--- config.mk ---
export PLATFORM = sky130hd
export DESIGN_NAME = mem_bus_arbiter
export DESIGN_NICKNAME = d
export VERILOG_FILES = /design/src/rtl/mem_bus_arbiter.sv
export SDC_FILE = /design/constraint.sdc
export NUM_CORES = 1
export LEC_CHECK = 0
export ABC_AREA = 1
export CORE_MARGIN = 2
export CORE_UTILIZATION = 39
export DETAILED_ROUTE_END_ITERATION = 8
export PLACE_DENSITY = 0.8
export SLEW_MARGIN = 20
export SYNTH_ARGS = -nofsm -noshare
export SYNTH_HDL_FRONTEND = slang
export SYNTH_SLANG_ARGS = --single-unit
export TNS_END_PERCENT = 10
--- constraint.sdc ---
create_clock -name clk -period 1.4 [get_ports clk]
set_input_delay 0.42 -clock clk [delete_from_list [all_inputs] [get_ports clk]]
set_output_delay 0.42 -clock clk [all_outputs]
set_load 0.01 [all_outputs]
--- src/rtl/mem_bus_arbiter.sv ---
// rtl/mem_bus_arbiter.sv - round-robin arbiter sharing one memory port between CPU and DMA
//
// Purpose:
//    Owns the single data memory port and serialises CPU and DMA accesses with a
//    req/ack handshake. Ties are broken round-robin. A CPU that asks for bus
//    retention (cpu_lock) keeps the port for a bounded number of further grants
//    while DMA waits, so multi-byte fetches stay back-to-back without starving DMA.
//
// Ports:
//    clk, reset                  clock (rising edge), asynchronous active-low reset
//    cpu_req/we/lock/addr/wdata  CPU request side; req held until cpu_ack
//    cpu_ack, cpu_rdata          CPU one-cycle completion pulse and read data
//    dma_req/we/addr/wdata       DMA request side (no lock)
//    dma_ack, dma_rdata          DMA one-cycle completion pulse and read data
//    mem_en/we/addr/wdata        memory strobe, write enable, address, write data
//    mem_rdata                   memory read data
//    busy                        high whenever the arbiter is not idle

module mem_bus_arbiter #(
   parameter int ADDR_W      = 8,
   parameter int DATA_W      = 8,
   parameter int MEM_LATENCY = 2,
   parameter int MAX_LOCK    = 4
) (
   input  logic              clk,
   input  logic              reset,
   input  logic              cpu_req,
   input  logic              cpu_we,
   input  logic              cpu_lock,
   input  logic [ADDR_W-1:0] cpu_addr,
   input  logic [DATA_W-1:0] cpu_wdata,
   output logic              cpu_ack,
   output logic [DATA_W-1:0] cpu_rdata,
   input  logic              dma_req,
   input  logic              dma_we,
   input  logic [ADDR_W-1:0] dma_addr,
   input  logic [DATA_W-1:0] dma_wdata,
   output logic              dma_ack,
   output logic [DATA_W-1:0] dma_rdata,
   output logic              mem_en,
   output logic              mem_we,
   output logic [ADDR_W-1:0] mem_addr,
   output logic [DATA_W-1:0] mem_wdata,
   input  logic [DATA_W-1:0] mem_rdata,
   output logic              busy
);

   localparam int CNT_W = (MEM_LATENCY > 1) ? $clog2(MEM_LATENCY) : 1;
   localparam int LCK_W = $clog2(MAX_LOCK + 1);
   localparam logic [CNT_W-1:0] CNT_LAST = CNT_W'(MEM_LATENCY - 1);
   localparam logic [LCK_W-1:0] LOCK_MAX = LCK_W'(MAX_LOCK);

   localparam logic OWN_CPU = 1'b0;
   localparam logic OWN_DMA = 1'b1;

   typedef enum logic [1:0] {
      ST_IDLE   = 2'd0,
      ST_ACCESS = 2'd1,
      ST_DONE   = 2'd2
   } state_t;

   state_t            r_state;
   state_t            w_next_state;

   logic [CNT_W-1:0]  r_cnt;
   logic              r_owner;
   logic              r_last_gnt;
   logic              r_lock_flag;
   logic [LCK_W-1:0]  r_lock_cnt;
   logic              r_gnt_locked;
   logic              r_mem_we;
   logic [ADDR_W-1:0] r_mem_addr;
   logic [DATA_W-1:0] r_mem_wdata;
   logic [DATA_W-1:0] r_cpu_rdata;
   logic [DATA_W-1:0] r_dma_rdata;

   logic              w_lock_hold;
   logic              w_any_req;
   logic              w_gnt;

   // Grant selection. The lock hold wins outright; otherwise a lone requester
   // wins, and a tie goes to whoever was not served last.
   always_comb begin
      w_lock_hold = (r_last_gnt == OWN_CPU) && r_lock_flag &&
                    (r_lock_cnt < LOCK_MAX) && cpu_req;
      w_any_req   = cpu_req || dma_req;
      w_gnt       = OWN_CPU;
      if (w_lock_hold) begin
         w_gnt = OWN_CPU;
      end else if (cpu_req && !dma_req) begin
         w_gnt = OWN_CPU;
      end else if (dma_req && !cpu_req) begin
         w_gnt = OWN_DMA;
      end else if (cpu_req && dma_req) begin
         w_gnt = ~r_last_gnt;
      end
   end

   always_ff @(posedge clk or negedge reset) begin
      if (!reset) begin
         r_state <= ST_IDLE;
      end else begin
         r_state <= w_next_state;
      end
   end

   always_comb begin
      w_next_state = r_state;
      case (r_state)
         ST_IDLE: begin
            if (w_any_req) begin
               w_next_state = ST_ACCESS;
            end
         end
         ST_ACCESS: begin
            if (r_cnt == CNT_LAST) begin
               w_next_state = ST_DONE;
            end
         end
         ST_DONE: begin
            w_next_state = ST_IDLE;
         end
         default: begin
            w_next_state = ST_IDLE;
         end
      endcase
   end

   always_ff @(posedge clk or negedge reset) begin
      if (!reset) begin
         r_cnt        <= '0;
         r_owner      <= OWN_CPU;
         r_last_gnt   <= OWN_DMA;
         r_lock_flag  <= 1'b0;
         r_lock_cnt   <= '0;
         r_gnt_locked <= 1'b0;
         r_mem_we     <= 1'b0;
         r_mem_addr   <= '0;
         r_mem_wdata  <= '0;
         r_cpu_rdata  <= '0;
         r_dma_rdata  <= '0;
      end else begin
         case (r_state)
            ST_IDLE: begin
               // Request fields are captured here, so the requester may change
               // its address/data inputs during the access without effect.
               if (w_any_req) begin
                  r_owner      <= w_gnt;
                  r_gnt_locked <= w_lock_hold;
                  r_cnt        <= '0;
                  if (w_gnt == OWN_DMA) begin
                     r_mem_we    <= dma_we;
                     r_mem_addr  <= dma_addr;
                     r_mem_wdata <= dma_wdata;
                  end else begin
                     r_mem_we    <= cpu_we;
                     r_mem_addr  <= cpu_addr;
                     r_mem_wdata <= cpu_wdata;
                  end
               end
            end
            ST_ACCESS: begin
               r_cnt <= r_cnt + CNT_W'(1);
               // Read data is valid only in the final strobe cycle; writes capture
               // it too and the requester ignores it.
               if (r_cnt == CNT_LAST) begin
                  if (r_owner == OWN_DMA) begin
                     r_dma_rdata <= mem_rdata;
                  end else begin
                     r_cpu_rdata <= mem_rdata;
                  end
               end
            end
            ST_DONE: begin
               r_last_gnt  <= r_owner;
               r_lock_flag <= (r_owner == OWN_CPU) && cpu_lock;
               // Only locked grants that actually held DMA off count toward the
               // bound; anything else restarts the budget.
               if (r_gnt_locked && dma_req) begin
                  r_lock_cnt <= r_lock_cnt + LCK_W'(1);
               end else begin
                  r_lock_cnt <= '0;
               end
            end
            default: begin
            end
         endcase
      end
   end

   assign mem_en    = (r_state == ST_ACCESS);
   assign mem_we    = (r_state == ST_ACCESS) && r_mem_we;
   assign mem_addr  = r_mem_addr;
   assign mem_wdata = r_mem_wdata;
   assign cpu_ack   = (r_state == ST_DONE) && (r_owner == OWN_CPU);
   assign dma_ack   = (r_state == ST_DONE) && (r_owner == OWN_DMA);
   assign cpu_rdata = r_cpu_rdata;
   assign dma_rdata = r_dma_rdata;
   assign busy      = (r_state != ST_IDLE);

endmodule

==> out/metrics.cfg, run 1 <==
[status]
status=finished, violations left
violations=negative setup slack

[setup_path]
cp_max_fo=3
cp_common_cell=buf_6
slowest_delay_ns=0.41
cp.required_ns=0.98
r2r_cells=9
rr_startpoint=r_state[1]
cp.arrival_ns=1.22
crit_chain=buf_6, nor2_4, buf_4, buf_6, buf_6
critPathCaptureType=output port
r2r_slack_ns=-0.08
crit_path_start_kind=flop
crit_type=reg -> out
slowest_stage=dfrtp_1
timing.rr.end=dma_rdata[2]

[timing]
hold_slack_ns=0.0830
min_period_ns=1.64
setup_violations=21
fin_skew_ns=0.00746
tightest_slew_ns=0.247
drv_slew=0
final_hold_viol_count=0
period_share_pct=117
rsz0062_at_grt=yes
fmax_ghz=0.609
setup_ws_ns=-0.243
relSlewSlack_pct=83.5

[detailed_routing]
wl_um=5620
drtAntennaViolNets=0
drc=0
wl_per_cell_um=12.6
vias=2036
dr.pass1.iters=4
wl_met3_um=261
routed.top_layer=met4
drt_iter0_drc=110
via_per_inst=4.57
drt-met1-wl_um=2490
dr_wl_met2_um=2820

[global_routing]
grt_pass1_vias=1919
grt_max_degree=44
antenna_found_initial=0
track_usage_pct=18.5
grt_pass1_wl_um=8940
grt_overflow=0

[layout]
antenna_cells=0
seq_area_mm2=0.00108
final_layout_size_suffix_gt1_share_pct=23.3
n_fill_cell=461
fin_nets=421
multi_input_area_um2=891
syn2layout_area_growth_pct=61.5
finalNonFillerCells=446
final_util_pct=64.1

[logic_synthesis]
synth_most_common_cell=nand2_1
synth-edff-count=0
synth_seq_cells=43
yosys_warnings=0
avgSynthCellArea_um2=8.25
async_flop_share_pct=100
post_synth_num_cell_types=20
yosysTopAreaCell=dfrtp_1
syn_inst=260
synth_area_leaders=dfrtp_1 49%, nand2_1 14%, inv_1 8.9%, nand3_1 7.9%, o21ai_2 6.9%
yosysTopAreaCellShare_pct=49.0
yosys_most_used_dff=dfrtp_1
synth_top_cells_by_count=82 x nand2_1, 51 x inv_1, 42 x dfrtp_1, 34 x nand3_1, 17 x o21ai_2
netlist_area_mm2=0.00215
ys_seq_area_share_pct=50.2
synth_fp_nets=308

[power]
combPwrFrac_pct=55.1
power.density_mw_per_mm2=2030
p_switching_mw=2.75
leakagePower_nw=1.80
worst_ir_drop_vdd_uv=1220
p_int_mw=4.29
clkPwrFrac_pct=13.5
pwr-share-seq_pct=31.4
swShare_pct=39.0

[min_path]
hold_path_class=in -> async

[clock_tree]
root_buffer=clkbuf_8
htreeDepth=2
cts_tree=done
cts_sinks=43
clk_pin_slew_ns=0.08
cts_buffers=5
clockBufferDepth=2
insertion_delay_ns=0.29

[floorplanning]
core_area_mm2=0.00541
die_w_um=78.2
start_util_pct=39.7
num_rows=27
io_pins=84
die_h_um=78.2
dieArea_mm2=0.00611

[placed_design]
place_inst=426
post-dp-hpwl_um=3760
gp_congestion=0.770
io_buffers=83

[flow_run]
max-cap-violations=0

logic make-up (layout without fill, tap and decap cells):
family | Yosys count | in the layout | synth area share (%)
XOR/XNOR | 1 | 1 | 0.408
AO/OA/AOI/OAI | 23 | 23 | 9.04
adder cells (fa/ha/maj) | 1 | 1 | 0.583
flip-flops | 43 | 43 | 50.2
buffers and inverters | 62 | 174 | 12.8
AND/OR/NAND/NOR | 130 | 132 | 26.9
worst max path at each step:
| stage | startpoint | slack (ns) | endpoint | depth (start not counted) |
|---|---|---|---|---|
| after CTS | r_state[1] | -0.23 | mem_we | 5 |
| after detailed placement | dma_req | -0.39 | mem_addr[3] | 7 |
| after global routing | r_state[1] | -0.32 | mem_we | 5 |
| after global placement | dma_req | -0.32 | mem_addr[3] | 7 |
| after floorplan | r_last_gnt | 0.13 | mem_addr[1] | 6 |
| final | r_state[1] | -0.24 | mem_en | 5 |
metal layers:
| metal | vias up | global-route usage [%] |
|---|---|---|
| li1 | 1021 | - |
| met1 | 956 | 24.9 |
| met2 | 54 | 30.9 |
| met3 | 5 | 3.45 |
| met4 | 0 | 4.91 |
| met5 | - | 0 |
state kept, by name, summed over array words and instances, names as in the netlist:
register / cells
r_owner: 1
r_state: 2
cpu_rdata: 8
mem_addr: 8
mem_wdata: 8
r_last_gnt: 1
r_lock_flag: 1
r_cnt: 1
r_mem_we: 1
dma_rdata: 8
r_lock_cnt: 3
r_gnt_locked: 1
power by group through the flow:
stage | registers, mW | logic [mW] | clock network, mW
after floorplan | 2.39 | 1.52 | 0
after global placement | 2.19 | 3.41 | 0
after detailed placement | 2.20 | 3.51 | 0
after CTS | 2.17 | 3.40 | 0.987
after global routing | 2.28 | 4.25 | 1.03
final | 2.21 | 3.88 | 0.949
what timing repair did:
action                     4_1_cts  5_1_grt
gates resized for setup         75       49
hold buffers                     0        0
setup endpoints to repair       56       69
pin swaps                        2        5
cloned                           0        2
setup buffers                    3        7
area by class of cell:
type | instances | share of cell area, %
Inverter | 54 | 5.92
Clock inverter | 3 | 1.26
Multi-Input combinational cell | 157 | 25.7
Tap cell | 72 | 2.60
Timing Repair Buffer | 112 | 31.4
Clock buffer | 5 | 1.99
Sequential cell | 43 | 31.1
critical path: cells and delay by family, from the launching register on:
kind	cells	cell delay, ns
buffers and inverters	4	0.43
DFF	1	0.41
and+or+nand+nor	1	0.10
per-stage QoR:
stage               cell area [µm²]  worst slack (ns)  power, mW  setup TNS, ns
floorplan                      2150             0.133       3.91              0
detailed placement             3160            -0.387       5.71          -9.00
global placement               3160            -0.322       5.60          -7.65
global route                   3470            -0.316       7.56          -4.39
CTS                            3280            -0.228       6.55          -1.17
finish                         3470            -0.243       7.04          -1.74
layout by cell type (no fill, tap or decap), types with 4 or more instances in the layout:
cell,instances
o21ai_2,17
clkdlybuf4s15_1,29
nand2_4,6
clkdlybuf4s50_1,43
nand2_8,4
dfrtp_1,42
nand3_1,34
nand2_1,76
clkbuf_8,5
buf_4,15
inv_1,47
inv_2,6
nor2_1,7
buf_6,15
(Power assumes the default switching activity.)
==> run 2: changes to the inputs <==
Settings changed: MAX_ROUTING_LAYER from default to met4.
==> run 2 against run 1 <==
The run still ends with negative setup slack left. Highest routed layer unchanged. Design area did not move. Routed wire length fell by 0.27%. Hold slack improved by 0.00058 ns. First-iteration DRC count fell by 5.5%. Setup slack got worse by 0.0019 ns. Utilization did not move. Cell count did not move. Clock skew barely moved.
==> out/metrics.cfg, run 2 (synthesis results as in run 1) <==
[setup_path]
cp.arrival_ns=1.22
cp_max_fo=3
cp.required_ns=0.98
critPathCaptureType=output port
crit_type=reg -> out
r2r_cells=9
crit_path_start_kind=flop

[power]
p_total_mw=7.04
worst_ir_drop_vdd_uv=1220
leakagePower_nw=1.80
power.density_mw_per_mm2=2030

[placed_design]
place_area_mm2=0.00316
post-dp-hpwl_um=3760
gp_congestion=0.781
io_buffers=83
pre_cts_ws_ns=-0.387
place_inst=426

[detailed_routing]
drtAntennaViolNets=0
wl_um=5610
drc=0
dr.pass1.iters=4
wl_per_cell_um=12.6
vias=2032
drt_iter0_drc=104
via_per_inst=4.56

[clock_tree]
hold_buffers=0
insertion_delay_ns=0.29
root_buffer=clkbuf_8
htreeDepth=2
cts_buffers=5
cts_sinks=43
clk_pin_slew_ns=0.08
clockBufferDepth=2
cts_tree=done

[global_routing]
antenna_found_initial=0
grt_pass1_wl_um=8960
grt_max_degree=44
grt_overflow=0
track_usage_pct=19.1
grt_pass1_vias=1932

[timing]
setup_violations=21
final_hold_viol_count=0
min_period_ns=1.64
hold_slack_ns=0.0836
relSlewSlack_pct=83.5
drv_slew=0
rsz0062_at_grt=yes
fin_skew_ns=0.00699
timing.setup.tns_ns=-1.77
tightest_slew_ns=0.247
period_share_pct=117
fmax_ghz=0.608
setup_ws_ns=-0.245

[layout]
mostFrequentLayoutCells=76 x nand2_1, 47 x inv_1, 43 x clkdlybuf4s50_1, 42 x dfrtp_1, 34 x nand3_1
antenna_cells=0
final_util_pct=64.1
mostFrequentLayoutCell=nand2_1
syn2layout_area_growth_pct=61.5
seq_area_mm2=0.00108
final_layout_size_suffix_gt1_share_pct=23.3
finalInstanceArea_mm2=0.00347
fin_nets=421
finalNonFillerCells=446
multi_input_area_um2=891
n_fill_cell=461

[floorplanning]
num_rows=27
start_util_pct=39.7
io_pins=84
core_area_mm2=0.00541
die_h_um=78.2
die_w_um=78.2
dieArea_mm2=0.00611

[min_path]
hold_path_class=in -> async

[status]
violations=negative setup slack
status=finished, violations left

[flow_run]
max-cap-violations=0

[run 2: critical path, stage by stage (launching register included)]
cell,delay (ns)
dfrtp_1,0.41
buf_6,0.13
nor2_4,0.11
buf_4,0.13
buf_6,0.08
buf_6,0.09
[run 2: final cells by class]
type / count / area share [%]
clock buffer: 5 / 1.99
clock inverter: 3 / 1.26
inverter: 54 / 5.92
multi-input combinational: 157 / 25.7
sequential: 43 / 31.1
tap: 72 / 2.60
timing repair buffer: 112 / 31.4
[run 2: timing repair]
item / in CTS / in global routing
setup endpoints to repair: 56 / 69
resized for setup: 75 / 49
cloned: 0 / 2
buffers inserted: 3 / 7
pin swaps: 2 / 5
[run 2: path summary, 6_finish.rpt]
| path | start | endpoint | slack (ns) |
|---|---|---|---|
| setup / recovery | r_state[1] | mem_en | -0.24 |
| hold / removal | reset | dma_rdata[5] | 0.08 |
| setup reg to reg | r_state[1] | dma_rdata[2] | -0.08 |
| hold reg to reg | mem_addr[5] | mem_addr[5] | 0.48 |
| max in group asynchronous | reset | r_last_gnt | 1.06 |
| min in group clk | mem_addr[5] | mem_addr[5] | 0.48 |
[run 2: power by group]
part,leakage [nW],internal [mW],switching (mW)
Clock,0.0581,0.531,0.417
Sequential,0.530,1.85,0.364
Combinational,1.21,1.91,1.96
Total,1.80,4.29,2.75
[run 2: per-layer routing]
layer	GRT usage, %	share of wire (%)	vias to the layer above
met4	4.91	0.91	0
met3	3.45	4.7	5
met2	31.1	50	54
met5	-	0	-
li1	-	-	1021
met1	24.9	44	952
==> run 3: changes to the inputs <==
Settings changed: SETUP_SLACK_MARGIN from default to 0.5.
==> run 3 against run 2 <==
The run still ends with negative setup slack left. Global-route usage down 0.31 points. Via count down 2.5%. Clock power up 7%. Power down 5.3%. Sequential power about the same. Non-clock buffer count down 4. Utilization down 3.7 points. Die area unchanged. Routed wire length down 2.9%. Largest power group unchanged.
==> out/metrics.cfg, run 3 (synthesis results as in run 1) <==
[placed_design]
place_area_mm2=0.00316
io_buffers=83
place_inst=425
post-dp-hpwl_um=3860
gp_congestion=0.740

[setup_path]
crit_path_start_kind=flop
crit_chain=inv_2, buf_6, nor2_4, inv_2, nor2_1, buf_2
timing.rr.end=dma_rdata[1]
slowest_delay_ns=0.34
cp.arrival_ns=1.16
rr_startpoint=r_state[0]
critical_path_buf_inv_count=4
r2r_cells=10
r2r_slack_ns=-0.13
cp.required_ns=0.98
critPathCaptureType=output port
cp_common_cell=inv_2
cp_max_fo=3
crit_type=reg -> out
critical_path.top_delay_family=flip-flops
slowest_stage=dfrtp_1

[flow_run]
max-cap-violations=0

[power]
p_int_mw=4.05
clkPwrFrac_pct=15.2
pwr-share-seq_pct=33.4
worst_ir_drop_vdd_uv=867
power.density_mw_per_mm2=2040
swShare_pct=39.2
p_switching_mw=2.61
leakagePower_nw=1.78
combPwrFrac_pct=51.5

[global_routing]
grt_pass1_wl_um=8970
grt_overflow=0
grt_pass1_vias=1973
track_usage_pct=18.8
antenna_found_initial=0
grt_max_degree=44

[floorplanning]
num_rows=27
core_area_mm2=0.00541
io_pins=84
dieArea_mm2=0.00611
start_util_pct=39.7
die_h_um=78.2
die_w_um=78.2

[layout]
antenna_cells=0
mostFrequentLayoutCells=70 x nand2_1, 47 x inv_1, 43 x clkdlybuf4s50_1, 41 x dfrtp_1, 34 x nand3_1
syn2layout_area_growth_pct=52.2
final_util_pct=60.4
mostFrequentLayoutCell=nand2_1
finalNonFillerCells=440
n_fill_cell=485
fin_nets=415
final_layout_size_suffix_gt1_share_pct=32.3
finalInstanceArea_mm2=0.00327

[timing]
min_period_ns=1.58
period_share_pct=113
rsz0062_at_grt=yes
setup_violations=21
fmax_ghz=0.631
relSlewSlack_pct=84.1
fin_skew_ns=0.00578
setup_ws_ns=-0.184
hold_slack_ns=0.0862
timing.setup.tns_ns=-2.17
tightest_slew_ns=0.238
drv_slew=0
final_hold_viol_count=0

[detailed_routing]
wl_um=5440
vias=1982
drtAntennaViolNets=0
drt_iter0_drc=63
wl_per_cell_um=12.4
via_per_inst=4.50
drc=0
dr.pass1.iters=4

[clock_tree]
hold_buffers=0
cts_sinks=43
cts_buffers=5
insertion_delay_ns=0.30
htreeDepth=2
root_buffer=clkbuf_8
cts_tree=done
clk_pin_slew_ns=0.08
clockBufferDepth=2

[min_path]
hold_path_class=in -> async

[status]
status=finished, violations left
violations=negative setup slack

-- run 3: worst max path at each step --
| stage | startpoint | to | slack (ns) | cells after the start |
|---|---|---|---|---|
| 4_1_cts | r_state[0] | mem_we | -0.19 | 6 |
| 3_3_place_gp | dma_req | mem_wdata[5] | -0.29 | 7 |
| 2_1_floorplan | r_state[1] | cpu_rdata[6] | 0.19 | 7 |
| 5_1_grt | r_state[0] | mem_we | -0.25 | 6 |
| 6_report | r_state[0] | mem_we | -0.18 | 6 |
| 3_5_place_dp | cpu_req | mem_addr[7] | -0.34 | 8 |
-- run 3: timing repair --
action | in CTS | in global routing
buffers inserted | 5 | 2
gates resized for setup | 161 | 24
gates cloned | 0 | 0
pin swaps | 5 | 5
endpoints found under the setup margin | 80 | 80
-- run 3: final cells by class --
| class | instances | area, µm² | share of cell area [%] |
|---|---|---|---|
| clock buffer | 6 | 82.6 | 2.53 |
| clock inverter | 2 | 35.0 | 1.07 |
| inverter | 54 | 203 | 6.21 |
| multi-input combinational | 155 | 861 | 26.4 |
| sequential | 43 | 1080 | 33.0 |
| tap | 72 | 90.1 | 2.76 |
| timing repair buffer | 108 | 916 | 28.0 |
-- run 3: per-layer routing --
metal,up-vias,GRT usage [%],routed length (µm)
met5,-,-,0
met4,0,6.14,91
met3,10,4.02,337
met2,71,30.8,2660
met1,897,23.3,2350
li1,1004,-,-
-- run 3: per-stage QoR --
stage	setup slack, ns	power (mW)
after CTS	-0.189	6.48
after detailed placement	-0.337	5.73
after global routing	-0.246	7.13
after global placement	-0.292	5.61
after floorplan	0.191	3.98
final	-0.184	6.67
-- run 3: power groups by stage --
| stage | combinational (mW) | sequential, mW | clock, mW |
|---|---|---|---|
| final | 3.43 | 2.23 | 1.01 |
| after global routing | 3.77 | 2.28 | 1.08 |
| after CTS | 3.25 | 2.20 | 1.03 |
| after detailed placement | 3.51 | 2.22 | 0 |
| after global placement | 3.40 | 2.21 | 0 |
| after floorplan | 1.58 | 2.40 | 0 |
